File: config.mk
export PLATFORM = sky130hd
export DESIGN_NAME = id_ex_stage
export DESIGN_NICKNAME = d
export VERILOG_FILES = /design/src/rtl/rv32i_pkg.sv /design/src/rtl/id_ex_decode.sv /design/src/rtl/id_ex_stage.sv
export SDC_FILE = /design/constraint.sdc
export NUM_CORES = 1
export LEC_CHECK = 0
export ABC_AREA = 0
export CORE_MARGIN = 2
export CORE_UTILIZATION = 50
export CTS_CLUSTER_DIAMETER = 150
export DETAILED_ROUTE_END_ITERATION = 7
export PLACE_DENSITY = 0.79
export SETUP_SLACK_MARGIN = 0.1
export SYNTH_ARGS = -nofsm -noshare
export SYNTH_HDL_FRONTEND = slang
export SYNTH_SLANG_ARGS = --single-unit
File: constraint.sdc
create_clock -name clk -period 2.1 [get_ports clk]
set_input_delay 0.42 -clock clk [delete_from_list [all_inputs] [get_ports clk]]
set_output_delay 0.42 -clock clk [all_outputs]
set_load 0.05 [all_outputs]
File: src/rtl/rv32i_pkg.sv
// Shared RV32I decode constants and the decoded-entry layout held by the ID/EX buffer.
package rv32i_pkg;

  localparam logic [6:0] OpcOp     = 7'b0110011;
  localparam logic [6:0] OpcOpImm  = 7'b0010011;
  localparam logic [6:0] OpcBranch = 7'b1100011;
  localparam logic [6:0] OpcLui    = 7'b0110111;
  localparam logic [6:0] OpcAuipc  = 7'b0010111;
  localparam logic [6:0] OpcJal    = 7'b1101111;
  localparam logic [6:0] OpcJalr   = 7'b1100111;
  localparam logic [6:0] OpcLoad   = 7'b0000011;
  localparam logic [6:0] OpcStore  = 7'b0100011;

  // funct3 value that selects the shift-right group in OP-IMM (SRLI/SRAI)
  localparam logic [2:0] F3ShiftRight = 3'b101;

  // One decoded instruction, as stored in the main and skid registers
  typedef struct packed {
    logic [31:0] a;
    logic [31:0] b;
    logic        func7;
    logic [2:0]  funct3;
    logic [6:0]  op;
    logic [31:0] pc;
    logic [31:0] imm;
    logic [31:0] rs2_val;
    logic [4:0]  rd;
    logic [2:0]  mem_funct3;
    logic        illegal;
  } entry_t;

endpackage

File: src/rtl/id_ex_decode.sv
// Combinational operand/immediate selection for one raw instruction.
module id_ex_decode
  import rv32i_pkg::*;
(
  input  logic [31:0] instr,
  input  logic [31:0] pc,
  input  logic [31:0] rs1_val,
  input  logic [31:0] rs2_val,
  output entry_t      entry
);

  logic [6:0]  opcode;
  logic [2:0]  funct3;
  logic [31:0] imm_i;
  logic [31:0] imm_s;
  logic [31:0] imm_b;
  logic [31:0] imm_u;
  logic [31:0] imm_j;

  assign opcode = instr[6:0];
  assign funct3 = instr[14:12];

  assign imm_i = {{20{instr[31]}}, instr[31:20]};
  assign imm_s = {{20{instr[31]}}, instr[31:25], instr[11:7]};
  assign imm_b = {{19{instr[31]}}, instr[31], instr[7], instr[30:25], instr[11:8], 1'b0};
  assign imm_u = {instr[31:12], 12'b0};
  assign imm_j = {{11{instr[31]}}, instr[31], instr[19:12], instr[20], instr[30:21], 1'b0};

  // Select ALU operands and the immediate by opcode; unknown opcodes flag illegal
  always_comb begin
    entry            = '0;
    entry.op         = opcode;
    entry.pc         = pc;
    entry.rs2_val    = rs2_val;
    entry.rd         = instr[11:7];
    entry.mem_funct3 = funct3;
    case (opcode)
      OpcOp: begin
        entry.a      = rs1_val;
        entry.b      = rs2_val;
        entry.func7  = instr[30];
        entry.funct3 = funct3;
      end
      OpcOpImm: begin
        entry.a      = rs1_val;
        entry.b      = imm_i;
        // instr[30] is only an opcode modifier for SRLI/SRAI; elsewhere it is immediate data
        entry.func7  = (funct3 == F3ShiftRight) ? instr[30] : 1'b0;
        entry.funct3 = funct3;
        entry.imm    = imm_i;
      end
      OpcBranch: begin
        entry.a      = rs1_val;
        entry.b      = rs2_val;
        entry.funct3 = funct3;
        entry.imm    = imm_b;
      end
      OpcLui: begin
        entry.b   = imm_u;
        entry.imm = imm_u;
      end
      OpcAuipc: begin
        entry.a   = pc;
        entry.b   = imm_u;
        entry.imm = imm_u;
      end
      OpcJal: begin
        entry.a   = pc;
        entry.b   = 32'd4;
        entry.imm = imm_j;
      end
      OpcJalr: begin
        entry.a   = pc;
        entry.b   = 32'd4;
        entry.imm = imm_i;
      end
      OpcLoad: begin
        entry.a   = rs1_val;
        entry.b   = imm_i;
        entry.imm = imm_i;
      end
      OpcStore: begin
        entry.a   = rs1_val;
        entry.b   = imm_s;
        entry.imm = imm_s;
      end
      default: begin
        entry.illegal = 1'b1;
      end
    endcase
  end

endmodule

File: src/rtl/id_ex_stage.sv
// ID/EX pipeline stage: decodes on the input side and holds results in a 2-entry skid buffer.
module id_ex_stage
  import rv32i_pkg::*;
#(
  parameter int unsigned XLEN = 32
) (
  input  logic            clk,
  input  logic            resetn,
  input  logic            in_valid,
  output logic            in_ready,
  input  logic [XLEN-1:0] in_instr,
  input  logic [XLEN-1:0] in_pc,
  input  logic [XLEN-1:0] in_rs1_val,
  input  logic [XLEN-1:0] in_rs2_val,
  input  logic            flush,
  output logic            out_valid,
  input  logic            out_ready,
  output logic [XLEN-1:0] alu_a,
  output logic [XLEN-1:0] alu_b,
  output logic            alu_func7,
  output logic [2:0]      alu_funct3,
  output logic [6:0]      alu_op,
  output logic [XLEN-1:0] out_pc,
  output logic [XLEN-1:0] out_imm,
  output logic [XLEN-1:0] out_rs2_val,
  output logic [4:0]      out_rd,
  output logic [2:0]      out_mem_funct3,
  output logic            out_illegal
);

  entry_t dec_entry;
  entry_t main_q, main_d;
  entry_t skid_q, skid_d;
  logic   main_valid_q, main_valid_d;
  logic   skid_valid_q, skid_valid_d;
  logic   accept;
  logic   fire;

  id_ex_decode u_decode (
    .instr   (in_instr),
    .pc      (in_pc),
    .rs1_val (in_rs1_val),
    .rs2_val (in_rs2_val),
    .entry   (dec_entry)
  );

  // Ready depends only on skid occupancy, so there is no path from out_ready to in_ready
  assign in_ready  = ~skid_valid_q;
  assign out_valid = main_valid_q;
  assign accept    = in_valid & in_ready;
  assign fire      = main_valid_q & out_ready;

  // Buffer next state; flush beats both accept and fire, data only moves on accept or skid drain
  always_comb begin
    main_d       = main_q;
    skid_d       = skid_q;
    main_valid_d = main_valid_q;
    skid_valid_d = skid_valid_q;
    if (flush) begin
      main_valid_d = 1'b0;
      skid_valid_d = 1'b0;
    end else if (fire) begin
      if (skid_valid_q) begin
        // in_ready is low here, so no accept can coincide with the drain
        main_d       = skid_q;
        main_valid_d = 1'b1;
        skid_valid_d = 1'b0;
      end else if (accept) begin
        main_d       = dec_entry;
        main_valid_d = 1'b1;
      end else begin
        main_valid_d = 1'b0;
      end
    end else if (accept) begin
      if (main_valid_q) begin
        skid_d       = dec_entry;
        skid_valid_d = 1'b1;
      end else begin
        main_d       = dec_entry;
        main_valid_d = 1'b1;
      end
    end
  end

  // State registers; reset also zeroes the data so every output reads 0 while in reset
  always_ff @(posedge clk or negedge resetn) begin
    if (!resetn) begin
      main_q       <= '0;
      skid_q       <= '0;
      main_valid_q <= 1'b0;
      skid_valid_q <= 1'b0;
    end else begin
      main_q       <= main_d;
      skid_q       <= skid_d;
      main_valid_q <= main_valid_d;
      skid_valid_q <= skid_valid_d;
    end
  end

  assign alu_a          = main_q.a;
  assign alu_b          = main_q.b;
  assign alu_func7      = main_q.func7;
  assign alu_funct3     = main_q.funct3;
  assign alu_op         = main_q.op;
  assign out_pc         = main_q.pc;
  assign out_imm        = main_q.imm;
  assign out_rs2_val    = main_q.rs2_val;
  assign out_rd         = main_q.rd;
  assign out_mem_funct3 = main_q.mem_funct3;
  assign out_illegal    = main_q.illegal;

endmodule

After elaboration in Yosys (flattened, before gate mapping)
Cells that the tools add are included.
{"block": "word_totals", "register_bits": 362, "in_bits": 133, "output_inout_bits": 182}
{"block": "classes", "eq_ne": 11, "muxes": 21, "n_bitwise": 5, "n_reduce_logical": 16}
{"operator": "2-to-1 mux 180 bit", "count": 5}
{"operator": "case mux 32 bit (5 select lines)", "count": 2}
{"operator": "case mux 32 bit (2 select lines)", "count": 1}
{"operator": "== test 7 x 6 -> 1 bit, second input constant", "count": 3}
{"operator": "== test 7 bit, second input constant", "count": 3}
{"operator": "== test 7 x 5 -> 1 bit, second input constant", "count": 2}
{"operator": "2-to-1 mux 1 bit", "count": 11}
{"operator": "OR reduction 3 bit", "count": 3}
{"operator": "OR reduction 9 bit", "count": 1}
{"operator": "AND reduction 4 bit", "count": 2}
{"operator": "OR reduction 2 bit", "count": 4}
{"operator": "== test 7 x 2 -> 1 bit, second input constant", "count": 1}
{"operator": "nonzero test 3 bit", "count": 2}
{"operator": "OR reduction 5 bit", "count": 1}
{"operator": "nonzero test 2 bit", "count": 2}
{"operator": "== test 3 bit, second input constant", "count": 1}
{"operator": "2-to-1 mux 3 bit", "count": 1}
{"operator": "NOT 1 bit", "count": 3}
{"operator": "AND 1 bit", "count": 2}
{"operator": "inequality test 2 x 1 -> 1 bit, second input constant", "count": 1}
{"operator": "case mux 1 bit (2 select lines)", "count": 1}
{"operator": "AND reduction 2 bit", "count": 1}

Depth between registers and ports, before layout
Gate-level depths: netlist of the first run.
{"block": "logic_depth", "ltp_word": 6, "depth_mapped": 8, "mapped_depth_nobuf": 4}

Hierarchy
From an unflattened synthesis of the first run, not the netlist that was laid out.
{"block": "hier_totals", "cells_unflattened": 1229, "area_unflattened_um2": 17555.6}
{"mod": "id_ex_stage", "n_inst": 1, "cells_each": 973, "area_each_um2": 15517.4, "seq_area_each_um2": 9058.7}
{"mod": "id_ex_decode", "n_inst": 1, "cells_each": 256, "area_each_um2": 2038.2, "seq_area_each_um2": 0.0}

Worst setup path before layout of the first run
Ideal clock, no wire load.
{"block": "synth_path", "path_kind": "register to register", "startpoint": "reg main_valid_q (netlist: out_valid)", "endpoint": "reg main_q (netlist bit alu_a[11])", "setup_ns": 0.133, "t_arrival_ns": 1.870, "required_time_ns": 1.967, "path_slack_ns": 0.098, "stages_incl_launch_ff": 7, "path_buffers": 2, "path_cell_list": "dfrtp_1 nand2_1 a211oi_2 buf_2 buf_2 mux2i_1 a31oi_1"}
{"block": "synth_via", "elab_chain_cells": 3, "elab_cells_between_ends": 5, "classes_between": "eq/ne: 1; mux: 1; bitwise: 1; reduce/logical: 2"}
{"element": "from (decl)", "line_no": "id_ex_stage.sv:34", "source": "logic main_valid_q, main_valid_d;"}
{"element": "from (signal assigned)", "line_no": "id_ex_stage.sv:95", "source": "main_valid_q <= main_valid_d;"}
{"element": "AND 1 bit", "line_no": "id_ex_stage.sv:51", "source": "assign fire = main_valid_q & out_ready;"}
{"element": "inequality test 2 x 1 -> 1 bit (no source line) or nonzero test 2 bit (tied branches)"}
{"element": "AND reduction 4 bit (no source line)"}
{"element": "to (signal assigned)", "line_no": "id_ex_stage.sv:93", "source": "main_q <= main_d;"}
{"element": "to (decl)", "line_no": "id_ex_stage.sv:32", "source": "entry_t main_q, main_d;"}
Several ways; a longest one is shown, not always the timed one.
A chain may end at the register's enable or synchronous reset.

Worst setup path after layout of the first run
{"block": "layout_path", "startpoint": "in in_instr[2]", "endpoint": "reg main_q (netlist bit alu_func7)"}
{"block": "layout_via", "elab_chain_cells": 5, "elab_cells_between_ends": 8, "classes_between": "eq/ne: 2; mux: 6"}
{"element": "from (decl)", "line_no": "id_ex_stage.sv:11", "source": "input logic [XLEN-1:0] in_instr,"}
{"element": "== test 7 x 5 -> 1 bit or == test 7 x 6 -> 1 bit (tied branches)", "line_no": "id_ex_decode.sv:37", "source": "case (opcode)"}
{"element": "case mux 1 bit (2 select lines) (*)", "line_no": "id_ex_decode.sv:37"}
{"element": "2-to-1 mux 180 bit (on tied branches)", "line_no": "id_ex_stage.sv:75, id_ex_stage.sv:68"}
{"element": "2-to-1 mux 180 bit (on tied branches)", "line_no": "id_ex_stage.sv:74, id_ex_stage.sv:63"}
{"element": "2-to-1 mux 180 bit (*)", "line_no": "id_ex_stage.sv:62", "source": "end else if (fire) begin"}
Mark *: on every way between the ends. The rest lies on a longest branch, timed or not. The select of a mux whose other input is x is not followed.

==> reports/metrics.csv, run 1 <==
stage,metric,value,unit
global_route,grt_pass1_wl,83110,um
die,coreArea,31720,um2
power,vdd_drop_max,0.7395,mV
logic_synthesis,netlist_area,16160,um2
placement,dp_cells,2512,
logic_synthesis,synth_top_area_share,56.05,%
final_layout,fillCellCount,2492,
die,initial_utilization,50.95,%
critical_path,worstRegToRegCells,7,
final_layout,final_common_cell,nand2_1,
clock_network,cts.sinks,362,
clock_network,cts_tree,built,
global_route,antenna_found_initial,0,
sta,setup_violations,0,
power,power,22.17,mW
final_layout,diodes,0,
clock_network,htree_levels,2,
logic_synthesis,ys_seq_elements,362,
clock_network,clock_path_buffers,3,
sta,fin_ws,0.1690,ns
sta,rsz0062_at_grt,no,
drt,vias_per_cell,5.967,
sta,slew_headroom,59.10,%
final_layout,stdcell_area,21880,um2
clock_network,cts_setup_buffers,0,
die,fp.dieArea,33780,um2
final_layout,synthToLayoutAreaGrowth,35.41,%
critical_path,critPathRequiredTime,2.53,ns
drt,dr.pass1.iters,6,
drt,drcViolationCount,0,
clock_network,cts_made_buffers,38,
die,num_rows,65,
sta,fmax,0.5179,GHz
critical_path,worstReg2RegStart,out_valid,
global_route,gr-total-overflow,0,
critical_path,cp_max_fo,7,
global_route,grt_start_max_net_pins,67,
outcome,status,"complete, no violations",
critical_path,cp.arrival,2.36,ns
final_layout,drive_gt1_share,10.28,%
drt,routed_wl,52480,um
final_layout,final_core_util,69.00,%
final_layout,multi_input_area,6583,um2
sta,setup-tns-final,0,ns
drt,drtIter0Drc,1379,
job,cap_violations,0,
sta,drv_slew,0,
final_layout,layout_common_cells,"485 x nand2_1, 360 x dfrtp_1, 219 x nor2_1",
sta,fin_skew,0.01961,ns
sta,period_needed,1.931,ns
clock_network,clock-root-buffer,clkbuf_16,
final_layout,instances_no_fill,2582,
critical_path,critPathKind,input pin to flop,
sta,hold_slack,0.4152,ns
clock_network,clk_pin_slew_worst_paths,0.06,ns
global_route,grt_use_total,31.07,%
final_layout,nNetsFinal,2284,
logic_synthesis,synth_warnings,0,
power,p_per_area,1013,nW/um2
placement,dp_hpwl,35740,um
logic_synthesis,synthesis.nets,1946,
sta,period_share,91.95,%
die,fp.dieH,183.8,um
critical_path,regToRegSetupSlack,0.22,ns
drt,dr_total_vias,15410,
critical_path,endpoint_kind,flop,
placement,io_buffers,314,
worst_hold_path,hold_path_class,input pin to asynchronous set/reset pin,
logic_synthesis,synth_area_leaders,"dfrtp_1 56%, nand2_1 11%, a31oi_1 6.3%, nor2_1 5.1%, a21oi_1 2.2%",
logic_synthesis,ys_dominant_reg_cell,dfrtp_1,
logic_synthesis,async_flop_share,100.0,%
power,p_leak,9.661,nW
die,die_w,183.8,um
logic_synthesis,seq_area_frac_synth,56.05,%
placement,placed_area,20730,um2
drt,ant_nets,0,
clock_network,clk_latency,0.52,ns
logic_synthesis,synth_edf_count,0,
logic_synthesis,synthCells,1813,
logic_synthesis,synth_top_area_cell,dfrtp_1,
sta,hold_viol_final,0,
logic_synthesis,avgSynthCellArea,8.914,um2
placement,gp_congestion,0.9057,
global_route,grt_pass1_vias,15390,
logic_synthesis,synth_cell_types,48,
die,ioPinCount,315,
critical_path,crit_path_start_kind,input pin,
drt,wl_per_cell,20.33,um
sta,tightest_slew,0.6115,ns
critical_path,timing.rr.end,alu_b[17],
final_layout,regArea,9061,um2
placement,post-place-ws,-0.3285,ns
[worst max-delay path, cell delays in order]
cell and delay (ns):
clkdlybuf4s50_1 0.56, nand3b_4 0.27, or3_1 0.36, or4_1 0.55
a21oi_1 0.19
[cells in the mapped netlist, drive strengths merged, types with 7 or more instances]
library cell / count
o21ai: 79
clkbuf: 92
nand3: 27
dfrtp: 362
nor3: 45
nor2: 222
a21oi: 72
o211ai: 10
mux2i: 36
a31oi: 162
a221oi: 9
nand2b: 44
nand2: 485
a211oi: 44
a22oi: 24
buf: 51
o22ai: 7
[kinds of logic (layout without fill, tap and decap cells)]
group / after synthesis / count (layout) / share of synthesized area (%)
AO/OA/AOI/OAI: 423 / 423 / 16.37
XOR/XNOR: 1 / 1 / 0.05420
buffers and inverters: 149 / 516 / 3.786
flip-flops: 362 / 362 / 56.05
multiplexers: 36 / 36 / 2.230
AND/OR/NAND/NOR: 842 / 842 / 21.51
[final cells by class]
cell class	instances	area share (%)
Tap cell	402	2.298
Clock inverter	5	0.3716
Sequential cell	362	41.40
Multi-Input combinational cell	1302	30.08
Inverter	6	0.1029
Clock buffer	64	5.723
Timing Repair Buffer	441	20.02
[routing by layer]
metal	vias up	wire [um]	track usage [%]
li1	6887	-	-
met1	7551	20460	40.98
met2	843	24950	49.78
met3	126	5031	6.795
met4	0	2044	13.34
met5	-	0	0
[flip-flops by register name, summed over array words and instances (netlist names), 3 cells and up]
signal,count
out_imm,32
alu_funct3,3
skid_q,180
alu_b,32
alu_op,7
out_pc,32
out_rs2_val,32
alu_a,32
out_mem_funct3,3
out_rd,5
[worst max-delay path by stage]
| stage | cells past startpoint | startpoint | to |
|---|---|---|---|
| floorplan | 6 | in_instr[6] | out_imm[20] |
| global placement | 5 | in_instr[2] | alu_func7 |
| detailed placement | 6 | in_instr[2] | skid_q[59] |
| CTS | 7 | skid_valid_q | skid_q[59] |
| global route | 7 | out_valid | alu_b[27] |
| finish | 5 | in_instr[2] | alu_func7 |
[report_power, final]
part	internal, mW	switching (mW)
Clock	4.30	2.77
Sequential	8.39	0.872
Combinational	1.87	3.96
Total	14.6	7.61
[repair_timing]
item                                    in CTS  in global routing
hold endpoints to repair                    39                  0
gates resized for setup                    168                  6
hold buffers                                 1                  0
endpoints found under the setup margin     168                 27
Power figures use the tool's default switching activity.
==> inputs of run 2 (changes only) <==
Settings changed: CAP_MARGIN set to 20.
==> results of run 2 <==
Same layout as run 1: the final DEF is identical, and so are final timing and power.
